## src/rtl/tx_pattern_gen_if.sv

```systemverilog
// Control and pattern-output bundle for tx_pattern_gen.
// The master drives configuration and injection requests; the slave returns the word stream.
interface tx_pattern_gen_if;
  logic        cke;
  logic        load;
  logic [1:0]  mode;
  logic [1:0]  prbs_sel;
  logic [15:0] user_word;
  logic        inj_err;
  logic [15:0] dout;
  logic        valid;
  logic [7:0]  err_cnt;

  modport master (
    output cke, load, mode, prbs_sel, user_word, inj_err,
    input  dout, valid, err_cnt
  );

  modport slave (
    input  cke, load, mode, prbs_sel, user_word, inj_err,
    output dout, valid, err_cnt
  );
endinterface

```

## src/rtl/tx_pattern_gen.sv

```systemverilog
// 16-bit parallel test-pattern generator (PRBS7/15/31, user word, clock, zero) feeding a 16:4 mux.
// A single-bit error can be injected into bit 0 of one output word via an asynchronous request.
module tx_pattern_gen (
  input  logic               clk,
  input  logic               rst,
  tx_pattern_gen_if.slave    bus
);

  typedef enum logic [1:0] {
    IDLE = 2'd0,
    SEED = 2'd1,
    RUN  = 2'd2
  } state_t;

  state_t      state_r;
  state_t      state_s;
  logic [1:0]  mode_r;
  logic [1:0]  prbs_sel_r;
  logic [15:0] user_word_r;
  logic [30:0] lfsr_r;
  logic [1:0]  sync_r;
  logic        sync_prev_r;
  logic [15:0] dout_r;
  logic        valid_r;
  logic [7:0]  err_cnt_r;

  logic        edge_s;
  logic        run_hold_s;
  logic        inject_s;
  logic        enter_seed_s;
  logic [46:0] step_s;
  logic [15:0] word_s;

  // Advance the Fibonacci LFSR 16 serial steps; first generated bit lands in word[15].
  function automatic logic [46:0] prbs_step16(input logic [30:0] seed, input logic [1:0] sel);
    logic [30:0] s;
    logic [15:0] w;
    logic        fb;
    s = seed;
    w = 16'h0000;
    for (int i = 0; i < 16; i++) begin
      case (sel)
        2'd1:    fb = s[14] ^ s[13];
        2'd2:    fb = s[30] ^ s[27];
        default: fb = s[6] ^ s[5];
      endcase
      s = {s[29:0], fb};
      w[15 - i] = fb;
    end
    return {s, w};
  endfunction

  assign edge_s       = sync_r[1] & ~sync_prev_r;
  assign run_hold_s   = (state_r == RUN) && (state_s == RUN);
  assign inject_s     = run_hold_s & edge_s;
  assign enter_seed_s = (state_s == SEED) && (state_r != SEED);
  assign step_s       = prbs_step16(lfsr_r, prbs_sel_r);

  // Next-state logic; SEED always moves on to RUN so a load there is ignored.
  always_comb begin
    state_s = state_r;
    case (state_r)
      IDLE: begin
        if (bus.load) begin
          state_s = SEED;
        end else begin
          state_s = IDLE;
        end
      end
      SEED: state_s = RUN;
      RUN: begin
        if (bus.load) begin
          state_s = SEED;
        end else begin
          state_s = RUN;
        end
      end
      default: state_s = IDLE;
    endcase
  end

  // Pattern word selected by the shadowed mode.
  always_comb begin
    word_s = 16'h0000;
    case (mode_r)
      2'd0:    word_s = step_s[15:0];
      2'd1:    word_s = user_word_r;
      2'd2:    word_s = 16'hAAAA;
      2'd3:    word_s = 16'h0000;
      default: word_s = 16'h0000;
    endcase
  end

  // All state, gated by cke; outputs are produced only while RUN persists across the edge.
  always_ff @(posedge clk or posedge rst) begin
    if (rst) begin
      state_r     <= IDLE;
      mode_r      <= 2'd0;
      prbs_sel_r  <= 2'd0;
      user_word_r <= 16'h0000;
      lfsr_r      <= {31{1'b1}};
      sync_r      <= 2'b00;
      sync_prev_r <= 1'b0;
      dout_r      <= 16'h0000;
      valid_r     <= 1'b0;
      err_cnt_r   <= 8'h00;
    end else if (bus.cke) begin
      state_r     <= state_s;
      sync_r      <= {sync_r[0], bus.inj_err};
      sync_prev_r <= sync_r[1];
      if (enter_seed_s) begin
        mode_r      <= bus.mode;
        prbs_sel_r  <= bus.prbs_sel;
        user_word_r <= bus.user_word;
      end
      if (state_r == SEED) begin
        lfsr_r <= {31{1'b1}};
      end else if (run_hold_s && (mode_r == 2'd0)) begin
        lfsr_r <= step_s[46:16];
      end
      // Injection flips only the outgoing word; the LFSR keeps its true sequence.
      if (run_hold_s) begin
        dout_r  <= word_s ^ {15'd0, inject_s};
        valid_r <= 1'b1;
      end else begin
        dout_r  <= 16'h0000;
        valid_r <= 1'b0;
      end
      if (inject_s && (err_cnt_r != 8'hFF)) begin
        err_cnt_r <= err_cnt_r + 8'd1;
      end
    end
  end

  assign bus.dout    = dout_r;
  assign bus.valid   = valid_r;
  assign bus.err_cnt = err_cnt_r;

endmodule

```

## src/flat_wrapper.sv

```systemverilog
// flat-port wrapper written by rule: the top's interface ports become plain ports
module tx_pattern_gen_flat 
  (clk, rst, bus_cke, bus_load, bus_mode, bus_prbs_sel, bus_user_word, bus_inj_err, bus_dout, bus_valid, bus_err_cnt);
  tx_pattern_gen_if bus_i ();
  input  logic clk;
  input  logic rst;
  input wire logic [$bits(bus_i.cke)-1:0] bus_cke;
  input wire logic [$bits(bus_i.load)-1:0] bus_load;
  input wire logic [$bits(bus_i.mode)-1:0] bus_mode;
  input wire logic [$bits(bus_i.prbs_sel)-1:0] bus_prbs_sel;
  input wire logic [$bits(bus_i.user_word)-1:0] bus_user_word;
  input wire logic [$bits(bus_i.inj_err)-1:0] bus_inj_err;
  output wire logic [$bits(bus_i.dout)-1:0] bus_dout;
  output wire logic [$bits(bus_i.valid)-1:0] bus_valid;
  output wire logic [$bits(bus_i.err_cnt)-1:0] bus_err_cnt;
  assign bus_i.cke = bus_cke;
  assign bus_i.load = bus_load;
  assign bus_i.mode = bus_mode;
  assign bus_i.prbs_sel = bus_prbs_sel;
  assign bus_i.user_word = bus_user_word;
  assign bus_i.inj_err = bus_inj_err;
  assign bus_dout = bus_i.dout;
  assign bus_valid = bus_i.valid;
  assign bus_err_cnt = bus_i.err_cnt;
  tx_pattern_gen u_core (.clk(clk), .rst(rst), .bus(bus_i));
endmodule
```

## config.mk

```make
export PLATFORM = sky130hd
export DESIGN_NAME = tx_pattern_gen_flat
export DESIGN_NICKNAME = d
export VERILOG_FILES = /design/src/rtl/tx_pattern_gen_if.sv /design/src/rtl/tx_pattern_gen.sv /design/src/flat_wrapper.sv
export SDC_FILE = /design/constraint.sdc
export NUM_CORES = 1
export LEC_CHECK = 0
export CORE_UTILIZATION = 60
export DETAILED_ROUTE_END_ITERATION = 10
export GPL_ROUTABILITY_DRIVEN = 0
export HOLD_SLACK_MARGIN = 0.03
export PLACE_DENSITY_LB_ADDON = 0.1
export SETUP_SLACK_MARGIN = 0.02
export SLEW_MARGIN = 20
export SYNTH_ARGS = -nofsm -noshare
export SYNTH_HDL_FRONTEND = slang
export SYNTH_SLANG_ARGS = --single-unit
```

## constraint.sdc

```tcl
create_clock -name clk -period 7.3 [get_ports clk]
set_input_delay 1.46 -clock clk [delete_from_list [all_inputs] [get_ports clk]]
set_output_delay 1.46 -clock clk [all_outputs]
set_load 0.01 [all_outputs]
```

# --- Yosys cells after proc, flatten, opt, wreduce, memory -nomap -nowiden ---
# Index checks and enable logic that the tools add are counted.
word_totals:
  reg_bits: 81
  in_bits: 25
  output_inout_bits: 25
op_classes:
  addsub: 1
  eq_ne: 11
  n_mux: 24
  bitwise: 44
  reduce_logical: 10
ops:
  columns: ["operator", "n"]
  rows:
  - ["16-bit case mux with 4 select lines", 1]
  - ["31-bit two-way mux", 2]
  - ["1-bit XOR", 40]
  - ["1-bit case mux with 2 select lines", 16]
  - ["16-bit two-way mux", 1]
  - ["16-bit by 1-bit XOR with 16-bit output", 1]
  - ["2-bit == test, second input constant", 5]
  - ["8-bit by 1-bit adder with 8-bit output, second input constant", 1]
  - ["2-bit by 1-bit == test with 1-bit output, second input constant", 4]
  - ["8-bit != test, second input constant", 1]
  - ["2-bit case mux with 3 select lines", 1]
  - ["2-bit AND reduction", 3]
  - ["1-bit logical AND", 4]
  - ["2-bit logical NOT", 2]
  - ["1-bit AND", 2]
  - ["1-bit two-way mux", 2]
  - ["2-bit two-way mux", 1]
  - ["2-bit by 1-bit != test with 1-bit output, second input constant", 1]
  - ["2-bit nonzero test", 1]
  - ["1-bit inverter", 1]

# --- Longest topological paths before layout ---
depth:
  depth_word: 9
  ltp_mapped: 9

# --- Worst setup path after synthesis ---
# Ideal clock, no wire load.
synth_timing:
  path_type: "input to register"
  startpoint: "in bus_cke"
  endpoint: "reg u_core.err_cnt_r[1], in the netlist u_core.bus.err_cnt[1]"
  arrival_ns: 2.923
  t_required_ns: 7.175
  path_slack_ns: 4.252
  path_stages: 6
  path_buffers: 2
  path_cell_list: "buf_2 -> nor4bb_1 -> buf_2 -> nand2_1 -> a41oi_1 -> mux2_2"
synth_via:
  elab_chain_len: 1
synth_rtl:
  columns: ["item", "line_no", "text"]
  rows:
  - ["start: declaration", "flat_wrapper.sv:7", "input wire logic [$bits(bus_i.cke)-1:0] bus_cke;"]
  - ["2-bit AND reduction (no source line)", null, null]
  - ["end signal: assignment", "tx_pattern_gen.sv:130", "err_cnt_r <= err_cnt_r + 8'd1;"]
  - ["end: declaration", "tx_pattern_gen.sv:25", "logic [7:0] err_cnt_r;"]
# No other way between the ends.
# A chain may end at the register's enable or synchronous reset.

# --- Final worst setup path ---
layout_timing:
  startpoint: "in bus_cke"
  endpoint: "reg u_core.err_cnt_r[7], in the netlist u_core.bus.err_cnt[7]"
# Same word-level chain as after synthesis.

==> impl_metrics.ini <==
[global_route]
grt_util_all_layers_pct = 26.9
grt_antenna_before_repair = 0
grt_pass1_wl_mm = 14.8
maximum_number_of_pins_on_one_net_before_global_route_repair = 82
grt_overflow = 0
grt_pass1_vias = 3002

[cells_and_area]
layout-area-overhead-vs-synth_pct = 16.8
total_number_of_nets_in_the_final_design = 452
finish.utilization_pct = 73.8
diodes = 0
drive_above_1_share_pct = 18.6

[timing]
skew_ns = 0.0143
final_max_slew_viol_count = 0
setup_viol = 0
setup_repair_after_global_routing_missed_its_margin = no
final.min_clock_period_ns = 3.48
fmax_mhz = 288
hold_viol = 0
timing_worst_slew_pin_value_ns = 1.03
min_period_over_period_pct = 47.6
setup_total_negative_slack_ns = 0
slew_headroom_pct = 30.9

[drt]
vias_per_cell = 6.07
detail_route.drc_violations = 2
dr.first_iter.drc_count = 267
dr.pass1.iters = 9
ant_nets_after_route = 0
route.detailed.wl_per_inst_um = 17.5
vias = 3072
drt-total-wl_mm = 8.88

[clocking]
cts_repair_resize_count = 0
cts_tree = built
cts_buffers = 9
clk-insertion-delay-late_ns = 0.36
clock_sinks = 81
cts.reportedPaths.clkPinSlew_ns = 0.09
post-cts-setup-buffer-count = 0
clock-root-buffer = clkbuf_8
cts.htree.levels = 3
max-clock-path-buffers = 2
cts-hold-fix-buffers = 0

[critical_path]
critical_path.startpoint_type = primary input
cp.arrival_ns = 3.75
regToRegStartpoint = u_core.prbs_sel_r[0]$_DFFE_PP0P_
cp.required_ns = 7.58
worstReg2RegEnd = u_core.bus.dout[0]$_DFFE_PP0P_
regToRegSetupSlack_ns = 4.06
worst_r2r_path_depth = 8
critical_path_class = primary input to flop
worstPathMaxFanout = 10
kind_of_end_point_of_the_critical_path = flop

[floorplan]
fp.dieH_um = 84.5
io_pins = 50
fp.coreArea_mm2 = 0.00646
floorplan.initialDensity_pct = 63.2
dieWidth_um = 84.5
std_cell_rows = 29
fp.dieArea_mm2 = 0.00714

[yosys]
synth_top_area_share_pct = 30.6
synth_seq_cells = 81
synth_async_sr_flop_share_pct = 100
syn_inst = 389
synth_sequential_area_ratio_pct = 50.6
postSynthAreaPerCell_um2 = 10.5
synth_edf_count = 0
ys_types = 44
yosysWarnings = 0
yosys.area.top_type = dfrtp_1
ys_dominant_reg_cell = dfrtp_1
synth_top_cells_by_area = dfrtp_1, dfstp_2, mux2_2
yosys-top-cells-count = dfrtp_1, nor2_1, dfstp_2
net_count_after_synthesis = 417
synth_most_common_cell = dfrtp_1
netlist_area_mm2 = 0.00408

[power]
ir_worst_vdd_mv = 0.223
p_per_area_mw_per_mm2 = 301
power.leakage_nw = 1.93
power_mw = 1.43

[job]
maxCapViolations = 0

[hold_path]
hold_class = flop to flop
hold_path_stages = 1
hold-path-endpoint = u_core.bus.dout[13]$_DFFE_PP0P_
hp-start = u_core.bus.dout[13]$_DFFE_PP0P_

[outcome]
outcome = finished, violations left
violated_checks = design-rule violations

[place]
dpl.hpwl_mm = 6.12
numPortBuffers = 49
==> worst max-delay path by stage <==
stage / start / to
2_1_floorplan: rst / u_core.bus.dout[0]$_DFFE_PP0P_
3_3_place_gp: bus_cke / u_core.bus.err_cnt[7]$_DFFE_PP0P_
3_5_place_dp: bus_cke / u_core.bus.err_cnt[7]$_DFFE_PP0P_
4_1_cts: bus_cke / u_core.bus.err_cnt[7]$_DFFE_PP0P_
5_1_grt: bus_cke / u_core.bus.err_cnt[7]$_DFFE_PP0P_
6_report: bus_cke / u_core.bus.err_cnt[7]$_DFFE_PP0P_
==> layout make-up <==
type | count | area (µm²)
Timing Repair Buffer | 53 | 520
Inverter | 11 | 42.5
Fill cell | 485 | 1690
Sequential cell | 81 | 2070
Clock inverter | 6 | 50.0
Clock buffer | 10 | 138
Tap cell | 77 | 96.3
Multi-Input combinational cell | 268 | 1860
==> logic make-up after synthesis <==
logic type	after synthesis	synth area share (%)
buffers and inverters	40	4.05
AO/OA/AOI/OAI	105	18.0
AND/OR/NAND/NOR	89	9.53
adder cells (fa/ha/maj)	3	0.919
XOR/XNOR	47	10.3
multiplexers	24	6.62
flip-flops	81	50.6
==> flip-flops by register name, summed over array words and instances (netlist names) <==
name and count:
u_core.bus.valid 1, u_core.bus.dout 16, u_core.state_r 2, u_core.lfsr_r 31
u_core.prbs_sel_r 2, u_core.sync_r 2, u_core.sync_prev_r 1, u_core.bus.err_cnt 8
u_core.mode_r 2, u_core.user_word_r 16
==> power breakdown <==
| group | switching, mW | internal (mW) |
|---|---|---|
| Clock | 0.173 | 0.136 |
| Sequential | 0.107 | 0.555 |
| Combinational | 0.241 | 0.222 |
| Total | 0.521 | 0.913 |
==> placed cells by master (no fill, tap or decap), types with 5 or more instances in the layout <==
master and count:
inv_1 9, mux2_2 24, xnor2_1 20, a211o_1 8, nor2b_1 5, dfstp_2 31, o21ai_0 17, a211oi_1 5
a22oi_1 5, nand2_1 17, a21oi_1 29, clkbuf_8 10, a221o_1 7, nand3_1 9, nor2_1 44, dfrtp_1 50
a221oi_1 11, xor2_1 26, clkdlybuf4s50_1 49, nor3_1 5
==> critical path, stage by stage <==
cell             delay (ns)
clkdlybuf4s50_1        0.66
nor4bb_1               0.31
buf_4                  0.19
nand2_1                0.08
a41oi_1                0.52
nand3_1                0.20
nor2_1                 0.17
xor2_1                 0.16
==> through the flow <==
| stage | cell area (µm²) | setup WS, ns | std cells | hold WS (ns) |
|---|---|---|---|---|
| final | 4770 | 3.82 | 506 | 0.495 |
| after global routing | 4770 | 3.62 | 506 | 0.528 |
| after CTS | 4770 | 3.83 | 506 | 0.498 |
| after detailed placement | 4580 | 3.44 | 490 | 0.477 |
| after global placement | 4580 | 3.59 | 490 | 0.480 |
| after floorplan | 4080 | 3.81 | 389 | 0.464 |
==> routing by layer <==
metal	GRT usage (%)	up-vias	part of all wire [%]
met2	43.3	92	49
met1	37.3	1520	46
met5	0	-	0
li1	-	1450	-
met3	4.52	10	4.3
met4	9.55	0	1.1
(Power assumes the default switching activity.)
